$ cat src/rtl/logic_unit_pkg.sv
`default_nettype none
// ============================================================================
// Module : logic_unit_pkg
// Brief  : Shared types and helpers for the sequential logic unit.
//          op_e    - 3-bit opcode encoding (matches the opsel port)
//          state_e - control FSM states
//          is_shift() - true for the four iterative shift/rotate opcodes
// Rev    : 1.0 - initial release
// ============================================================================
package logic_unit_pkg;

  typedef enum logic [2:0] {
    OP_AND = 3'd0,
    OP_OR  = 3'd1,
    OP_XOR = 3'd2,
    OP_NOT = 3'd3,
    OP_SHL = 3'd4,
    OP_SHR = 3'd5,
    OP_ROL = 3'd6,
    OP_ROR = 3'd7
  } op_e;

  typedef enum logic [1:0] {
    IDLE  = 2'd0,
    SHIFT = 2'd1,
    DONE  = 2'd2
  } state_e;

  // Shift/rotate opcodes all live in the upper half of the encoding.
  function automatic logic is_shift(input op_e op);
    logic [2:0] v;
    v = op;
    return v[2];
  endfunction

endpackage
`default_nettype wire

$ cat src/rtl/logic_unit_seq_shift_step.sv
`default_nettype none
// ============================================================================
// Module : shift_step
// Brief  : Combinational single-bit shift/rotate step.
// Ports  : val_i [WIDTH] - value before the step
//          op_i  [3]     - opcode; non-shift opcodes pass val_i through
//          val_o [WIDTH] - value after one SHL/SHR/ROL/ROR step
//          bit_o         - bit that left the register on this step
// Rev    : 1.0 - initial release
// ============================================================================
module shift_step
  import logic_unit_pkg::*;
#(
  parameter int WIDTH = 8
) (
  input  logic [WIDTH-1:0] val_i,
  input  op_e              op_i,
  output logic [WIDTH-1:0] val_o,
  output logic             bit_o
);

  always_comb begin
    val_o = val_i;
    bit_o = 1'b0;
    case (op_i)
      OP_SHL: begin
        val_o = {val_i[WIDTH-2:0], 1'b0};
        bit_o = val_i[WIDTH-1];
      end
      OP_SHR: begin
        val_o = {1'b0, val_i[WIDTH-1:1]};
        bit_o = val_i[0];
      end
      OP_ROL: begin
        val_o = {val_i[WIDTH-2:0], val_i[WIDTH-1]};
        bit_o = val_i[WIDTH-1];
      end
      OP_ROR: begin
        val_o = {val_i[0], val_i[WIDTH-1:1]};
        bit_o = val_i[0];
      end
      default: begin
        val_o = val_i;
        bit_o = 1'b0;
      end
    endcase
  end

endmodule
`default_nettype wire

$ cat src/rtl/logic_unit_seq.sv
`default_nettype none
// ============================================================================
// Module : logic_unit_seq
// Brief  : Registered WIDTH-bit logic unit with iterative shifts/rotates.
//          Logic ops complete in one cycle; shifts/rotates take one cycle
//          per bit position. valid/ready handshake on both sides.
// Ports  : clk, rst_n (async, active-low)
//          in_valid / in_ready  - operand handshake (ready only in IDLE)
//          a, b [WIDTH], opsel [3] - operands and opcode
//          out_valid / out_ready - result handshake (valid only in DONE)
//          out_data [WIDTH], out_zero, out_carry - registered result
// Rev    : 1.0 - initial release
// ============================================================================
module logic_unit_seq
  import logic_unit_pkg::*;
#(
  parameter int WIDTH = 8
) (
  input  logic             clk,
  input  logic             rst_n,
  input  logic             in_valid,
  output logic             in_ready,
  input  logic [WIDTH-1:0] a,
  input  logic [WIDTH-1:0] b,
  input  logic [2:0]       opsel,
  output logic             out_valid,
  input  logic             out_ready,
  output logic [WIDTH-1:0] out_data,
  output logic             out_zero,
  output logic             out_carry
);

  localparam int AMT_W = $clog2(WIDTH);

  state_e           state_q;
  op_e              op_q;
  logic [AMT_W-1:0] cnt_q;
  logic [WIDTH-1:0] data_q;
  logic             zero_q;
  logic             carry_q;

  op_e              op_in;
  logic [AMT_W-1:0] amt;
  logic [WIDTH-1:0] logic_res;
  logic [WIDTH-1:0] step_val;
  logic             step_bit;

  assign op_in = op_e'(opsel);
  assign amt   = b[AMT_W-1:0];

  always_comb begin
    logic_res = a;
    case (op_in)
      OP_AND:  logic_res = a & b;
      OP_OR:   logic_res = a | b;
      OP_XOR:  logic_res = a ^ b;
      OP_NOT:  logic_res = ~a;
      default: logic_res = a;
    endcase
  end

  // data_q doubles as the working register while in SHIFT.
  shift_step #(
    .WIDTH (WIDTH)
  ) u_shift_step (
    .val_i (data_q),
    .op_i  (op_q),
    .val_o (step_val),
    .bit_o (step_bit)
  );

  always_ff @(posedge clk or negedge rst_n) begin
    if (!rst_n) begin
      state_q <= IDLE;
      op_q    <= OP_AND;
      cnt_q   <= '0;
      data_q  <= '0;
      zero_q  <= 1'b0;
      carry_q <= 1'b0;
    end else begin
      case (state_q)
        IDLE: begin
          if (in_valid) begin
            op_q    <= op_in;
            carry_q <= 1'b0;
            if (!is_shift(op_in)) begin
              data_q  <= logic_res;
              zero_q  <= (logic_res == '0);
              state_q <= DONE;
            end else if (amt == '0) begin
              data_q  <= a;
              zero_q  <= (a == '0);
              state_q <= DONE;
            end else begin
              data_q  <= a;
              zero_q  <= 1'b0;
              cnt_q   <= amt;
              state_q <= SHIFT;
            end
          end
        end
        SHIFT: begin
          data_q  <= step_val;
          carry_q <= step_bit;
          cnt_q   <= cnt_q - AMT_W'(1);
          if (cnt_q == AMT_W'(1)) begin
            zero_q  <= (step_val == '0);
            state_q <= DONE;
          end
        end
        DONE: begin
          if (out_ready) begin
            state_q <= IDLE;
          end
        end
        default: state_q <= IDLE;
      endcase
    end
  end

  assign in_ready  = (state_q == IDLE);
  assign out_valid = (state_q == DONE);
  assign out_data  = data_q;
  assign out_zero  = zero_q;
  assign out_carry = carry_q;

endmodule
`default_nettype wire

$ cat config.mk
export PLATFORM = sky130hd
export DESIGN_NAME = logic_unit_seq
export DESIGN_NICKNAME = d
export VERILOG_FILES = /design/src/rtl/logic_unit_pkg.sv /design/src/rtl/logic_unit_seq_shift_step.sv /design/src/rtl/logic_unit_seq.sv
export SDC_FILE = /design/constraint.sdc
export NUM_CORES = 1
export LEC_CHECK = 0
export BUFFER_PORTS_ARGS = -buffer_cell sky130_fd_sc_hd__buf_2
export CORE_ASPECT_RATIO = 1.1
export CORE_MARGIN = 4
export CORE_UTILIZATION = 35
export CTS_CLUSTER_DIAMETER = 200
export DETAILED_ROUTE_END_ITERATION = 12
export HOLD_SLACK_MARGIN = 0.06
export MAX_ROUTING_LAYER = met4
export PLACE_DENSITY = 0.66
export SLEW_MARGIN = 15
export SYNTH_ARGS = -nofsm -noshare
export SYNTH_HDL_FRONTEND = slang
export SYNTH_SLANG_ARGS = --single-unit
$ cat constraint.sdc
create_clock -name clk -period 2.1 [get_ports clk]
set_input_delay 0.21 -clock clk [delete_from_list [all_inputs] [get_ports clk]]
set_output_delay 0.21 -clock clk [all_outputs]
set_load 0.02 [all_outputs]
======== Word level (Yosys, flattened, before mapping) ========
Cells that the tools add are included.
storage, ports and cells
  logic and storage cells ................. 63
  flip-flop bits (word level) ............. 18
  output and inout port bits .............. 12
  input bits .............................. 23
cells by class
  reduce and logical (&&, ||, !) cells .... 14
  multiplexer cells ....................... 23
  equal/unequal tests ..................... 15
  add/subtract/negate cells ............... 1
  bitwise operators ....................... 4
operators by type and width
  kind                                                  count
  case mux 8 bit (4 select lines)                       2
  zero test 8 bit                                       3
  2-to-1 mux 8 bit                                      2
  case mux 8 bit (2 select lines)                       1
  equality test 3 bit (second input constant)           4
  2-to-1 mux 2 bit                                      5
  2-to-1 mux 3 bit                                      3
  bitwise AND 8 bit                                     1
  inverter 8 bit                                        1
  OR 8 bit                                              1
  bitwise XOR 8 bit                                     1
  equality test 3 x 1 -> 1 bit (second input constant)  2
  equality test 3 x 2 -> 1 bit (second input constant)  2
  zero test 3 bit                                       2
  != test 2 bit (second input constant)                 3
  case mux 1 bit (2 select lines)                       3
  case mux 2 bit (3 select lines)                       1
  case mux 3 bit (2 select lines)                       1
  AND reduction 3 bit                                   2
  2-to-1 mux 1 bit                                      5
  != test 2 x 1 -> 1 bit (second input constant)        2
  AND reduction 2 bit                                   2
  AND reduction 4 bit                                   1
  OR reduction 2 bit                                    2
  5 further kinds                                       5

======== Logic depth before layout (Yosys ltp) ========
  word-level depth ........................ 6
  mapped depth ............................ 8
  mapped depth without buffers ............ 8

======== Hierarchy ========
From an unflattened synthesis, not the netlist that was laid out.
second synthesis, totals
  cells, all modules ...................... 222
  area, all modules ....................... 1776.7 µm²
by module, submodules not included
  module          cells an instance  area each (µm²)  times used
  logic_unit_seq  191                1581.5           1
  shift_step      31                 195.2            1

======== Worst setup path before layout ========
No wires, ideal clock.
  kind .................................... input-to-reg
  start point ............................. in a[0]
  end point ............................... reg zero_q, in the netlist out_zero
  path slack .............................. 0.236 ns
  path buffers ............................ 0
  data arrival time ....................... 1.801 ns
  stages .................................. 6
  cell sequence ........................... inv_1 ha_1 mux4_2 or4_1 nor3_1 o41a_2
on the way
  word-level cells in the longest chain between the ends .. 6
RTL lines
  item                                             line                   source
  start, declared                                  logic_unit_seq.sv:23   input logic [WIDTH-1:0] a,
  bitwise XOR 8 bit, or another cell as far along  logic_unit_seq.sv:56   OP_XOR: logic_res = a ^ b;
  case mux 8 bit (4 select lines)                  logic_unit_seq.sv:53   case (op_in)
  zero test 8 bit                                  logic_unit_seq.sv:88   zero_q <= (logic_res == '0);
  2-to-1 mux 1 bit (*)                             logic_unit_seq.sv:86   if (!is_shift(op_in)) begin
  2-to-1 mux 1 bit (*)                             logic_unit_seq.sv:83   if (in_valid) begin
  case mux 1 bit (2 select lines) (*)              logic_unit_seq.sv:81   case (state_q)
  end signal, assigned                             logic_unit_seq.sv:88
  end signal, assigned                             logic_unit_seq.sv:92   zero_q <= (a == '0);
  end signal, assigned                             logic_unit_seq.sv:107  zero_q <= (step_val == '0);
  end, declared                                    logic_unit_seq.sv:39   logic zero_q;
Every way passes the cells marked *; elsewhere a longest branch is shown, timed or not. The select of a mux whose other input is x is not followed.
A chain may end at the register's enable or synchronous reset.

======== Worst setup path after layout ========
  start point ............................. reg op_q[0]
  end point ............................... reg zero_q, in the netlist out_zero
on the way
  word-level cells in the longest chain between the ends .. 5
RTL lines
  item                                 line                             source
  start, declared                      logic_unit_seq.sv:36             op_e op_q;
  start signal, assigned               logic_unit_seq.sv:84             op_q <= op_in;
  equality test 3 bit                  logic_unit_seq_shift_step.sv:25  case (op_i)
  case mux 8 bit (4 select lines) (*)  logic_unit_seq_shift_step.sv:25
  zero test 8 bit (*)                  logic_unit_seq.sv:107
  2-to-1 mux 1 bit (*)                 logic_unit_seq.sv:106            if (cnt_q == AMT_W'(1)) begin
  case mux 1 bit (2 select lines) (*)  logic_unit_seq.sv:81
Marked as above.

==> flow_summary.toml <==
[synthesis]
synth.top_cells.by_count = "inv_1, nand2_1, nor2_1"
syn-cell-area_um2 = 1733
synth.top_cell.area_share = 0.2599
synth_largest_area_cell = "dfrtp_1"
synth_cell_types = 41
ys_seq_area_frac = 0.2599
synthMostInstantiatedCell = "inv_1"
synth_warnings = 0
ys.flop_type = "dfrtp_1"
syn_avg_cell_area_um2 = 8.252
synth_seq_cells = 18
ys_async_sr_fraction = 1.000
synth_edf_count = 0
ys_top_cells_by_area = "dfrtp_1, ha_1, mux2i_1"
synth_cells = 210
syn_nets = 251

[die]
coreArea_um2 = 4717
die_area_um2 = 6142
dieWidth_um = 75.09
rows = 26
die_y_um = 81.80
ios = 35
start_util = 0.3674

[run_status]
status = "finished clean"

[sta]
finalSetupViolations = 0
max_slew_margin = 0.6575
grt_setup_unrepaired = "no"
hold_viol_final = 0
tightest_slew_ns = 0.5068
tns_ns = 0
fin_crit_ns = 1.891
max_freq_mhz = 528.7
skew_ns = 0.003393
slew_viol_final = 0
whs_ns = 0.2246
worst_slack_ns = 0.2086
fin_crit_sh = 0.9007

[drt]
vias = 1607
drt-initial-drc-count = 145
wl_per_cell_um = 14.69
via_per_inst = 5.357
wirelength_um = 4406
ant_nets = 0
drtPass1Iterations = 4
drc = 0

[worst_setup_path]
crit_chain = "nor3b_1 -> o21ai_0 -> a211oi_1 -> nor4bb_1 -> o41a_2"
end_kind = "flip-flop"
path_max_fanout = 7
path_class = "flip-flop to flip-flop"
startpoint_type = "flip-flop"
cpLargestDelayFamily = "simple AND/OR/NAND/NOR gates"
slowest_delay_ns = 0.53
critPathSlowestCell = "dfrtp_1"
cp.required_ns = 2.29
path_buf_inv = 0
cp.arrival_ns = 2.09

[placed_design]
portBuffers = 34
globalplace.congestion = 0.8543
hpwl_um = 3431
place_ws_ns = 0.04048
dp.cells = 295
place_area_um2 = 1971

[clock_network]
hold_buffers = 1
cts-root-to-sink-buffers = 2
cts_tree = "done"
clk_pin_slew_ns = 0.07
numCtsBuffers = 3
cts_setup_buffers = 0
cts-root-buf = "clkbuf_8"
post_cts_resized = 0
h-tree-depth = 1
clock_latency_ns = 0.25
cts.sinks = 18

[final_layout]
stdcell_area_um2 = 2036
fin_nets = 286
antenna_cells = 0
finalNonFillerCells = 300
final_core_util = 0.4316
area.growth.synth_to_final_pct = 17.47
drive_gt1_frac = 0.2254

[power]
p_leak_nw = 0.9860
peakVddDrop_v = 0.0004944
power_density_nw_per_um2 = 1200
total_power_mw = 2.442

[global_routing]
grt_max_degree = 21
antenna_found_initial = 0
overflow = 0
grt_usage = 0.1575
grt_pass1_vias = 1511
grt_pass1_wl_um = 7334

[min_path]
holdCritPathClass = "input pin to flip-flop"

[job]
cap_viol_max_count = 0
[sequential cells by signal, summed over array words and instances, names as in the netlist]
signal	cells
out_zero	1
out_carry	1
op_q	3
out_data	8
cnt_q	3
state_q	2
[layout by cell type (no fill, tap or decap), types with 5 or more instances in the layout]
cell	count
mux2_2	5
ha_1	18
a22oi_1	5
buf_2	34
a21oi_1	10
nand2b_1	6
nand3_1	5
inv_1	23
buf_4	7
dfrtp_1	18
mux2i_1	10
o21ai_0	17
nand2_1	19
nor2_1	19
[cell families after synthesis]
kind of cell / share of synthesized area
adder cells (fa/ha/maj): 0.1300
multiplexers: 0.1314
buffers and inverters: 0.08159
flip-flops: 0.2599
AO/OA/AOI/OAI: 0.2144
AND/OR/NAND/NOR: 0.1827
[worst min-delay path, delay by kind of cell]
family | cells | cell delay [ns]
buffers and inverters | 1 | 0.07
AO/OA/AOI/OAI | 1 | 0.07
AND/OR/NAND/NOR | 1 | 0.08
[final timing paths]
path	from	to	slack [ns]	cells past startpoint
min in group asynchronous	rst_n	out_data[4]	0.42	2
worst max register to register	op_q[0]	out_zero	0.21	5
max in group asynchronous	rst_n	out_zero	1.39	2
worst min register to register	out_carry	out_carry	0.50	1
worst max-delay path	op_q[0]	out_zero	0.21	5
worst min-delay path	out_ready	state_q[1]	0.22	3
[power by group]
group          switching (mW)  internal, mW
clock network           0.116         0.166
registers               0.226         0.517
logic                   0.795         0.621
[layout make-up]
type	instances	area (um^2)
clock buffers	4	55.05
inverters	23	86.33
well taps	56	70.07
flip-flops and latches	18	450.4
multi-input cells	157	1141
repair buffers	42	232.7
fillers	485	2681
[layer usage]
metal,share of wire,routed length [um],GRT usage
met1,0.46,2033,0.2256
met2,0.48,2099,0.2369
met3,0.049,216,0.02081
met4,0.013,57,0.03203
met5,0,0,-
(Power assumes the default switching activity.)
